===== config.mk =====
export PLATFORM = sky130hd
export DESIGN_NAME = pool_window_sequencer
export DESIGN_NICKNAME = d
export VERILOG_FILES = /design/src/rtl/pool_window_sequencer_pkg.sv /design/src/rtl/pool_window_sequencer_line_buffer.sv /design/src/rtl/pool_window_sequencer.sv
export SDC_FILE = /design/constraint.sdc
export NUM_CORES = 1
export LEC_CHECK = 0
export ABC_AREA = 1
export ABC_CLOCK_PERIOD_IN_PS = 4300
export BUFFER_PORTS_ARGS = -buffer_cell sky130_fd_sc_hd__buf_2
export CORE_MARGIN = 5
export CORE_UTILIZATION = 40
export CTS_BUF_LIST = sky130_fd_sc_hd__clkbuf_4
export DETAILED_ROUTE_END_ITERATION = 10
export GPL_TIMING_DRIVEN = 1
export PLACE_DENSITY = 0.65
export SETUP_SLACK_MARGIN = 0.1
export SLEW_MARGIN = 10
export SYNTH_ARGS = -nofsm -noshare
export SYNTH_HDL_FRONTEND = slang
export SYNTH_SLANG_ARGS = --single-unit

===== constraint.sdc =====
create_clock -name clk -period 4.3 [get_ports clk]
set_clock_uncertainty 0.15 [all_clocks]
set_input_delay 0.43 -clock clk [delete_from_list [all_inputs] [get_ports clk]]
set_output_delay 0.43 -clock clk [all_outputs]
set_load 0.01 [all_outputs]

===== src/rtl/pool_window_sequencer_pkg.sv =====
// Shared constants and state encoding for the 2x2 pooling window sequencer.
package pool_window_sequencer_pkg;

  localparam int PIX_DW = 16;
  localparam int IMG_W_DEF = 26;
  localparam int IMG_H_DEF = 26;

  typedef enum logic [1:0] {
    ST_FILL = 2'd0,
    ST_TOP  = 2'd1,
    ST_BOT  = 2'd2,
    ST_CLR  = 2'd3
  } state_e;

  function automatic int cnt_w(input int n);
    return (n <= 2) ? 1 : $clog2(n);
  endfunction

endpackage


===== src/rtl/pool_window_sequencer_line_buffer.sv =====
// One-row pixel store: single port, registered read, reset only on read data.
module pool_line_buffer
  import pool_window_sequencer_pkg::*;
#(
  parameter int DW    = PIX_DW,
  parameter int DEPTH = IMG_W_DEF,
  parameter int AW    = cnt_w(IMG_W_DEF)
) (
  input  logic          clk,
  input  logic          rst,
  input  logic          we_i,
  input  logic          re_i,
  input  logic [AW-1:0] addr_i,
  input  logic [DW-1:0] wdata_i,
  output logic [DW-1:0] rdata_o
);

  logic [DW-1:0] mem_q [DEPTH];
  logic [DW-1:0] rd_q;

  always_ff @(posedge clk) begin
    if (we_i) begin
      mem_q[addr_i] <= wdata_i;
    end
  end

  always_ff @(posedge clk or posedge rst) begin
    if (rst) begin
      rd_q <= '0;
    end else if (re_i) begin
      rd_q <= mem_q[addr_i];
    end
  end

  assign rdata_o = rd_q;

endmodule


===== src/rtl/pool_window_sequencer.sv =====
// Reorders a raster pixel stream into 2x2 windows for the max-pooling stage.
module pool_window_sequencer
  import pool_window_sequencer_pkg::*;
#(
  parameter int DW    = PIX_DW,
  parameter int IMG_W = IMG_W_DEF,
  parameter int IMG_H = IMG_H_DEF
) (
  input  logic                         clk,
  input  logic                         rst,
  input  logic                         in_valid,
  output logic                         in_ready,
  input  logic [DW-1:0]                in_pix,
  input  logic                         in_sof,
  output logic [DW-1:0]                pix,
  output logic                         i_2,
  output logic                         num_block_change,
  output logic [$clog2(IMG_H/2)-1:0]   blk_row,
  output logic [$clog2(IMG_W/2)-1:0]   blk_col,
  output logic                         frame_done
);

  localparam int CW  = cnt_w(IMG_W);
  localparam int RW  = cnt_w(IMG_H);
  localparam int BRW = $clog2(IMG_H/2);
  localparam int BCW = $clog2(IMG_W/2);
  localparam bit W_ODD = (IMG_W % 2) == 1;
  localparam logic [CW-1:0] COL_LAST = CW'(IMG_W - 1);
  localparam logic [RW-1:0] ROW_LAST = RW'(IMG_H - 1);
  localparam logic [CW-1:0] COL_PL = CW'(2*(IMG_W/2) - 1);
  localparam logic [RW-1:0] ROW_PL = RW'(2*(IMG_H/2) - 1);

  state_e          st_q;
  state_e          st_d;
  logic [RW-1:0]   row_q;
  logic [RW-1:0]   row_d;
  logic [CW-1:0]   col_q;
  logic [CW-1:0]   col_d;
  logic [DW-1:0]   hold_q;
  logic            sel_hold_q;
  logic            i2_q;
  logic            nbc_q;
  logic            fd_q;
  logic [BRW-1:0]  blk_row_q;
  logic [BCW-1:0]  blk_col_q;
  logic [DW-1:0]   rd_data;
  logic            hs;
  logic            abort;
  logic            last_win;

  assign in_ready = (st_q == ST_FILL) || (st_q == ST_TOP);
  assign hs       = in_valid && in_ready;
  assign abort    = hs && in_sof && ((row_q != '0) || (col_q != '0));
  assign last_win = (row_q == ROW_PL) && (col_q == COL_PL);

  always_comb begin
    col_d = col_q + 1'b1;
    row_d = row_q;
    if (col_q == COL_LAST) begin
      col_d = '0;
      row_d = (row_q == ROW_LAST) ? '0 : row_q + 1'b1;
    end
  end

  // Only odd rows inside the pooled column range pair up with the buffer.
  assign st_d = (row_d[0] && !(W_ODD && col_d == COL_LAST))
              ? ST_TOP : ST_FILL;

  pool_line_buffer #(
    .DW    (DW),
    .DEPTH (IMG_W),
    .AW    (CW)
  ) u_lbuf (
    .clk     (clk),
    .rst     (rst),
    .we_i    (hs && ((st_q == ST_FILL) || abort)),
    .re_i    (hs && (st_q == ST_TOP) && !abort),
    .addr_i  (abort ? '0 : col_q),
    .wdata_i (in_pix),
    .rdata_o (rd_data)
  );

  always_ff @(posedge clk or posedge rst) begin
    if (rst) begin
      st_q       <= ST_FILL;
      row_q      <= '0;
      col_q      <= '0;
      hold_q     <= '0;
      sel_hold_q <= 1'b0;
      i2_q       <= 1'b0;
      nbc_q      <= 1'b0;
      fd_q       <= 1'b0;
      blk_row_q  <= '0;
      blk_col_q  <= '0;
    end else begin
      i2_q  <= 1'b0;
      nbc_q <= 1'b0;
      fd_q  <= 1'b0;
      unique case (st_q)
        ST_FILL, ST_TOP: begin
          if (abort) begin
            // sof pixel becomes (0,0); the pulse flushes pooling state
            row_q <= '0;
            col_q <= CW'(1);
            st_q  <= ST_FILL;
            nbc_q <= 1'b1;
          end else if (hs && st_q == ST_TOP) begin
            i2_q       <= 1'b1;
            sel_hold_q <= 1'b0;
            hold_q     <= in_pix;
            st_q       <= ST_BOT;
          end else if (hs) begin
            row_q <= row_d;
            col_q <= col_d;
            st_q  <= st_d;
          end
        end
        ST_BOT: begin
          i2_q       <= 1'b1;
          sel_hold_q <= 1'b1;
          if (!col_q[0]) begin
            col_q <= col_d;
            st_q  <= ST_TOP;
          end else begin
            st_q <= ST_CLR;
          end
        end
        ST_CLR: begin
          nbc_q     <= 1'b1;
          fd_q      <= last_win;
          blk_row_q <= BRW'(row_q >> 1);
          blk_col_q <= BCW'(col_q >> 1);
          row_q     <= row_d;
          col_q     <= col_d;
          st_q      <= st_d;
        end
      endcase
    end
  end

  assign pix              = sel_hold_q ? hold_q : rd_data;
  assign i_2              = i2_q;
  assign num_block_change = nbc_q;
  assign blk_row          = blk_row_q;
  assign blk_col          = blk_col_q;
  assign frame_done       = fd_q;

endmodule


# Word-level counts from Yosys, hierarchy flattened
# Memories as Yosys holds them, arrays and structs flattened. A register that Yosys moved wholly into a read port is not among the register bits.
# Index checks and enable logic that the tools add are counted.
[classes]
addsub = 2
n_eq_ne = 11
mux = 31
bitwise_logic = 1
n_reduce_logical = 22
[ops]
columns = ["cell", "count"]
rows = [
  ["$mux 5", 11],
  ["$mux 16", 1],
  ["$pmux 5 s3", 1],
  ["$reduce_and 3->1", 4],
  ["$add 5x1->5 const B", 2],
  ["$eq 5x5->1 const B", 2],
  ["$pmux 5 s2", 1],
  ["$reduce_bool 5->1", 2],
  ["$mux 1", 9],
  ["$mux 2", 4],
  ["$logic_and 1x1->1", 7],
  ["$ne 2x2->1 const B", 3],
  ["$ne 3x3->1 const B", 2],
  ["$pmux 1 s2", 3],
  ["$pmux 2 s3", 1],
  ["$eq 2x2->1 const B", 2],
  ["$ne 4x4->1 const B", 1],
  ["$reduce_bool 2->1", 2],
  ["$logic_or 1x1->1", 3],
  ["$eq 2x1->1 const B", 1],
  ["$logic_not 2->1", 1],
  ["$reduce_and 2->1", 1],
  ["$reduce_or 2->1", 1],
  ["$logic_not 1->1", 1],
  ["$not 1->1", 1],
]
[word_totals]
regBits = 40
ramBits = 416
input_bits = 20
output_inout_bits = 28
wordCells = 79
memories = 1
[memory_table]
columns = ["name", "depth", "width", "rd", "rd_clocked_by_memory_dff", "write_ports", "line", "rtl"]
rows = [
  ["u_lbuf.mem_q", 26, 16, 1, 1, 1, "pool_window_sequencer_line_buffer.sv:18", "logic [DW-1:0] mem_q [DEPTH];"],
]

# Logic depth before layout (Yosys ltp)
[logic_depth]
word_depth = 9
ltp_mapped = 19
depth_no_buf = 16

# By module
# Synthesis repeated with hierarchy kept, for this count alone.
[unflattened]
cells_unflattened = 1968
hier_area_um2 = 19954.1
[modules_own_cells]
columns = ["module", "n_inst", "cells_each", "area_per_inst_um2", "seq_area_each_um2"]
rows = [
  ["pool_line_buffer", 1, 1666, 17770.8, 12892.4],
  ["pool_window_sequencer", 1, 302, 2183.3, 1001.0],
]

# Worst setup path after synthesis
# Ideal clock, no wire load.
[synth_timing]
path_type = "register -> register"
from = "register col_q[1]"
to = "memory u_lbuf.mem_q[20][0] (netlist bit), enable pin"
setup_time_ps = 388
arrival_time_ps = 2995
required_time_ps = 3762
setup_slack_ps = 766
path_stages_with_launch = 14
n_path_buf = 4
synth_period_minus_slack_ps = 3534
cell_sequence = "dfrtp_1 -> buf_2 -> clkinv_1 -> clkbuf_1 -> ha_1 -> nand2_1 -> nor2_1 -> nand2_2 -> nand2_8 -> buf_6 -> buf_6 -> a211oi_2 -> nand2_1 -> nor2_1"
[synth_between]
elab_chain_len = 7
elab_cells_between_ends = 8
classes_between = "mux (3); reduce/logical (5)"
[synth_rtl]
columns = ["item", "line", "rtl"]
rows = [
  ["start, declared", "pool_window_sequencer.sv:37", "logic [CW-1:0] col_q;"],
  ["start signal, assigned", "pool_window_sequencer.sv:114", "col_q <= col_d;"],
  ["start signal, assigned", "pool_window_sequencer.sv:122", "col_q <= col_d;"],
  ["start signal, assigned", "pool_window_sequencer.sv:134", "col_q <= col_d;"],
  ["$reduce_bool 5->1", "pool_window_sequencer.sv:53", "assign abort = hs && in_sof && ((row_q != '0) || (col_q != '0));"],
  ["$logic_or 1x1->1", "pool_window_sequencer.sv:53", ""],
  ["$logic_and 1x1->1", "pool_window_sequencer.sv:53", ""],
  ["$logic_or 1x1->1", "pool_window_sequencer.sv:76", ".we_i (hs && ((st_q == ST_FILL) || abort)),"],
  ["$logic_and 1x1->1", "pool_window_sequencer.sv:76", ""],
  ["$mux 1", "pool_window_sequencer_line_buffer.sv:22", "if (we_i) begin"],
  ["$mux 1 (not written as such)", "pool_window_sequencer_line_buffer.sv:23", "mem_q[addr_i] <= wdata_i;"],
  ["end, declared", "pool_window_sequencer_line_buffer.sv:18", ""],
]
# Several ways; a longest one is shown, not always the timed one.

# Worst setup path after layout
[layout_timing]
from = "register row_q[1]"
to = "memory u_lbuf.mem_q[21][10] (netlist bit), enable pin"
[layout_between]
elab_chain_len = 7
elab_cells_between_ends = 8
classes_between = "mux (3); reduce/logical (5)"
[layout_rtl]
columns = ["item", "line", "rtl"]
rows = [
  ["start, declared", "pool_window_sequencer.sv:35", "logic [RW-1:0] row_q;"],
  ["start signal, assigned", "pool_window_sequencer.sv:113", "row_q <= row_d;"],
  ["start signal, assigned", "pool_window_sequencer.sv:133", "row_q <= row_d;"],
  ["$reduce_bool 5->1 *", "pool_window_sequencer.sv:53", ""],
  ["$logic_or 1x1->1 *", "pool_window_sequencer.sv:53", ""],
  ["$logic_and 1x1->1 *", "pool_window_sequencer.sv:53", ""],
  ["$logic_or 1x1->1", "pool_window_sequencer.sv:76", ""],
  ["$logic_and 1x1->1", "pool_window_sequencer.sv:76", ""],
  ["$mux 1", "pool_window_sequencer_line_buffer.sv:22", ""],
  ["$mux 1 (not written as such)", "pool_window_sequencer_line_buffer.sv:23", ""],
]
# Mark *: on every way between the ends. The rest lies on a longest branch, timed or not.

==> parameters.txt <==
Parameter                              Value

GRT
  Number of antenna violations at the first check in global routing    1
  Number of global-route vias before repair    14,100
  Global-route wire length before repair    around 80 mm
  GR Overflow Total    0
  Pin count of the biggest net entering global routing    102
  All-Layer GR Usage    19.6%

Timing
  Final-report hold violation count    0
  # setup viols final    0
  Transition time at the pin with the least slew margin    roughly 1000 ps
  Crit share post-route    between 80% and 90%
  Worst-case setup margin in the final layout    586 ps
  Max Fclk    between 200 and 300 MHz
  Crit path time final    between 3000 and 4000 ps
  Final slew viol count    0
  RSZ-0062 raised after global routing    no
  Post-Route Setup TNS    0 ps
  Slew HR    ~32%

Die
  Core Footprint    slightly below 0.05 mm2
  I/O pin total    48
  Die width    233 um
  Initial cell density of the core    between 40% and 50%
  Die ar.    approximately 0.054 mm2
  Height of the chip    around 230 um
  Row cnt    between 80 and 90

Clocking
  CTS tree    yes
  Setup repair bufs after CTS    0
  Maximum root-to-sink buffer count    3
  Number of CTS-inserted buffers    between 100 and 150
  Resize count post-CTS    0
  Clock transition at the register clock pins on the worst setup and hold paths after CTS    around 80 ps
  Clock latency of the later-clocked register in the worst-skew pair    approximately 830 ps
  CTS H-tree lvls    3
  Root buffer cell    sky130_fd_sc_hd__clkbuf_4
  Number of clock sinks    roughly 470

Route
  DRC violations left    0
  Detail Route met3 WL    4.50 mm
  Post-route met1 wirelength    22.4 mm
  Total wire length    53.1 mm
  Antenna Violating Nets Remaining    0
  Starting DRT DRC Count    about 1,300
  Length of the first detailed-routing pass in iterations    6
  Top Metal Used    met4
  Vias    between 10,000 and 15,000
  Vias per Instance    5.17
  WL/cell    between 15 and 20 um
  Met2 routed wirelength    ~25 mm

Run
  # Max-Cap Violations    0

Worst setup path
  Slowest cell on the critical path    sky130_fd_sc_hd__nor2_1
  Setup Crit Path Kind    reg2reg
  Critical path launch point    row_q[1]
  Crit path cell chain    inv_1, ha_1, nand2_1, nor2_1, nand2_2, nand2_8, nand3_4, inv_2, nand2_1, nor2_1, buf_4
  Kind of launch point of the worst setup path    flop
  Max incr delay on CP    about 590 ps
  Start of the worst register-to-register path    row_q[1]
  Max FO, Critical Path    between 50 and 60
  Data required time at the worst endpoint    4690 ps
  Kind of end point of the critical path    flop
  Data arrival time of the critical path    4100 ps

Placed design
  Count of input and output buffers    47
  Placer's final routability congestion estimate    between 0.8 and 0.9
  Worst slack after detailed placement    roughly 640 ps
  HPWL reported at the end of detailed placement    about 32 mm

Outcome
  Status    complete, no violations

Power and ir drop
  Leakage    0.00924 uW
  Power density normalized to cell area    611 mW/mm2
  IR drop worst, VDD    between 0.2 and 0.3 mV

Final layout
  Area growth from synthesis to final layout    13.8%
  Fraction of final layout cells with drive strength greater than 1    15.9%
  Total Nets Final    2,004
  Number of fill cells in the layout    between 4,000 and 5,000

Logic synthesis
  Synthesis-stage register bit count    approximately 470
  Post-synth net total    1,850
  Number of warnings issued by yosys    0
  Distinct cell type count after synthesis    39
  Per-instance average area after synthesis    10.9 um2
  Synthesized netlist cell count    between 1,500 and 2,000
  Sequential-to-total area share from yosys stat    between 70 and 80%
  Cell area after synthesis    0.0198 mm2

Worst hold path
  Worst Hold Launch    in_pix[13]
  Type of the tightest min-delay check    in2reg
==> repair_timing <==
action,in CTS,in global routing
hold buffers,18,0
hold endpoints to repair,391,0
endpoints found under the setup margin,0,0
==> state kept, by name, summed over array words and instances, names as in the netlist <==
register,count
i_2,1
st_q,2
frame_done,1
blk_col,4
num_block_change,1
blk_row,4
col_q,5
row_q,5
sel_hold_q,1
u_lbuf.rdata_o,16
hold_q,16
u_lbuf.mem_q,416
==> layer usage <==
| layer | track usage [%] | vias up |
|---|---|---|
| li1 | - | 6546 |
| met1 | 26.7 | 6815 |
| met2 | 31.3 | 688 |
| met3 | 4.33 | 108 |
| met4 | 7.18 | 0 |
| met5 | 0 | - |
==> path summary, 6_finish.rpt <==
check                                  endpoint  slack, ps  cells after the start
setup / recovery           u_lbuf.mem_q[21][10]        590                     11
hold / removal                       hold_q[13]         80                      3
setup reg to reg           u_lbuf.mem_q[21][10]        590                     11
hold reg to reg                      blk_col[1]        330                      2
max in group asynchronous            hold_q[15]       2510                      5
min in group asynchronous            blk_col[3]        560                      4
==> worst max-delay path: cells and delay by family (launching register included) <==
kind          cells  cell delay, ps
simple gates      7            1740
buf+inv           3             910
fa+ha+maj         1             190
flops             1             390
==> power by group <==
| part | total, uW | internal, uW | switching [uW] |
|---|---|---|---|
| Combinational | 4400 | 1200 | 3200 |
| Clock | 3750 | 2000 | 1740 |
| Sequential | 5640 | 5450 | 191 |
==> cell usage in the layout, fill, tap and decap left out, types with 2 or more instances in the layout <==
cell type / synthesis / layout
sky130_fd_sc_hd__inv_2: 11 / 14
sky130_fd_sc_hd__clkinv_2: 0 / 2
sky130_fd_sc_hd__bufinv_16: 0 / 2
sky130_fd_sc_hd__clkinv_1: 3 / 29
sky130_fd_sc_hd__nand2_4: 3 / 3
sky130_fd_sc_hd__a21oi_1: 51 / 51
sky130_fd_sc_hd__nor2_4: 2 / 2
sky130_fd_sc_hd__o211ai_1: 3 / 3
sky130_fd_sc_hd__buf_4: 21 / 58
sky130_fd_sc_hd__nor3_1: 6 / 6
sky130_fd_sc_hd__nor2_2: 4 / 4
sky130_fd_sc_hd__nand2_8: 2 / 2
sky130_fd_sc_hd__clkbuf_4: 0 / 179
sky130_fd_sc_hd__edfxtp_1: 416 / 416
sky130_fd_sc_hd__nand2_1: 704 / 704
sky130_fd_sc_hd__buf_2: 31 / 47
sky130_fd_sc_hd__dlygate4sd3_1: 0 / 18
sky130_fd_sc_hd__nand3_1: 142 / 142
sky130_fd_sc_hd__nand4_1: 46 / 46
sky130_fd_sc_hd__nand2_2: 8 / 8
sky130_fd_sc_hd__dfrtp_1: 56 / 55
sky130_fd_sc_hd__inv_1: 67 / 66
sky130_fd_sc_hd__o31ai_1: 3 / 3
sky130_fd_sc_hd__nor2_1: 148 / 148
sky130_fd_sc_hd__ha_1: 7 / 7
sky130_fd_sc_hd__o21ai_0: 40 / 40
sky130_fd_sc_hd__o21bai_1: 3 / 3
==> synth_stat cells <==
cell,number,share of area [%]
sky130_fd_sc_hd__a211oi_2,1,0.063
sky130_fd_sc_hd__a21oi_1,51,1.3
sky130_fd_sc_hd__a221oi_2,1,0.076
sky130_fd_sc_hd__a22o_1,1,0.044
sky130_fd_sc_hd__a41o_1,1,0.050
sky130_fd_sc_hd__and3_1,1,0.032
sky130_fd_sc_hd__buf_1,7,0.13
sky130_fd_sc_hd__buf_2,31,0.78
sky130_fd_sc_hd__buf_4,21,0.80
sky130_fd_sc_hd__buf_6,8,0.45
sky130_fd_sc_hd__buf_8,1,0.076
sky130_fd_sc_hd__clkbuf_1,18,0.34
sky130_fd_sc_hd__clkinv_1,3,0.057
sky130_fd_sc_hd__dfrtp_1,56,7.1
sky130_fd_sc_hd__edfxtp_1,416,63
sky130_fd_sc_hd__ha_1,7,0.44
sky130_fd_sc_hd__inv_1,67,1.3
sky130_fd_sc_hd__inv_2,11,0.21
sky130_fd_sc_hd__inv_4,1,0.032
sky130_fd_sc_hd__nand2_1,704,13
sky130_fd_sc_hd__nand2_2,8,0.25
sky130_fd_sc_hd__nand2_4,3,0.17
sky130_fd_sc_hd__nand2_8,2,0.20
sky130_fd_sc_hd__nand3_1,142,3.6
sky130_fd_sc_hd__nand3_4,1,0.088
sky130_fd_sc_hd__nand4_1,46,1.5
sky130_fd_sc_hd__nor2_1,148,2.8
sky130_fd_sc_hd__nor2_2,4,0.13
sky130_fd_sc_hd__nor2_4,2,0.11
sky130_fd_sc_hd__nor3_1,6,0.15
sky130_fd_sc_hd__nor4_1,1,0.032
sky130_fd_sc_hd__o211ai_1,3,0.11
sky130_fd_sc_hd__o21ai_0,40,1.0
sky130_fd_sc_hd__o21ai_1,1,0.025
sky130_fd_sc_hd__o21ai_2,1,0.044
sky130_fd_sc_hd__o21bai_1,3,0.11
sky130_fd_sc_hd__o22ai_1,1,0.032
sky130_fd_sc_hd__o31ai_1,3,0.11
sky130_fd_sc_hd__xor2_1,1,0.044
==> cell type report <==
class	instances	area [um2]	share of cell area [%]
Antenna cell	1	2.50	0.0111
Clock buffer	179	1340	5.96
Clock inverter	33	183	0.810
Inverter	82	310	1.38
Multi-Input combinational cell	1183	5120	22.7
Sequential cell	472	13900	61.6
Tap cell	664	831	3.68
Timing Repair Buffer	124	871	3.86
==> metrics by stage <==
stage	cells	power, uW	instance area [um2]	hold slack (ps)	util (%)
6_report	2738	13800	22600	75.8	46.1
5_1_grt	2738	14600	22600	25.5	46.1
4_1_cts	2737	13900	22600	0.602	46.1
3_5_place_dp	2507	10100	20900	292	42.6
3_3_place_gp	2507	10000	20900	289	42.6
2_1_floorplan	1823	8610	19800	299	-
==> logic make-up after synthesis <==
kind of cell / Yosys count / share of synthesized area [%]
XOR/XNOR: 1 / 0.0442
AND/OR/NAND/NOR: 1068 / 22.3
flip-flops: 472 / 70.1
AO/OA/AOI/OAI: 107 / 2.97
buffers and inverters: 168 / 4.15
adder cells (fa/ha/maj): 7 / 0.442
No activity file was read; power rests on OpenSTA's default activity.
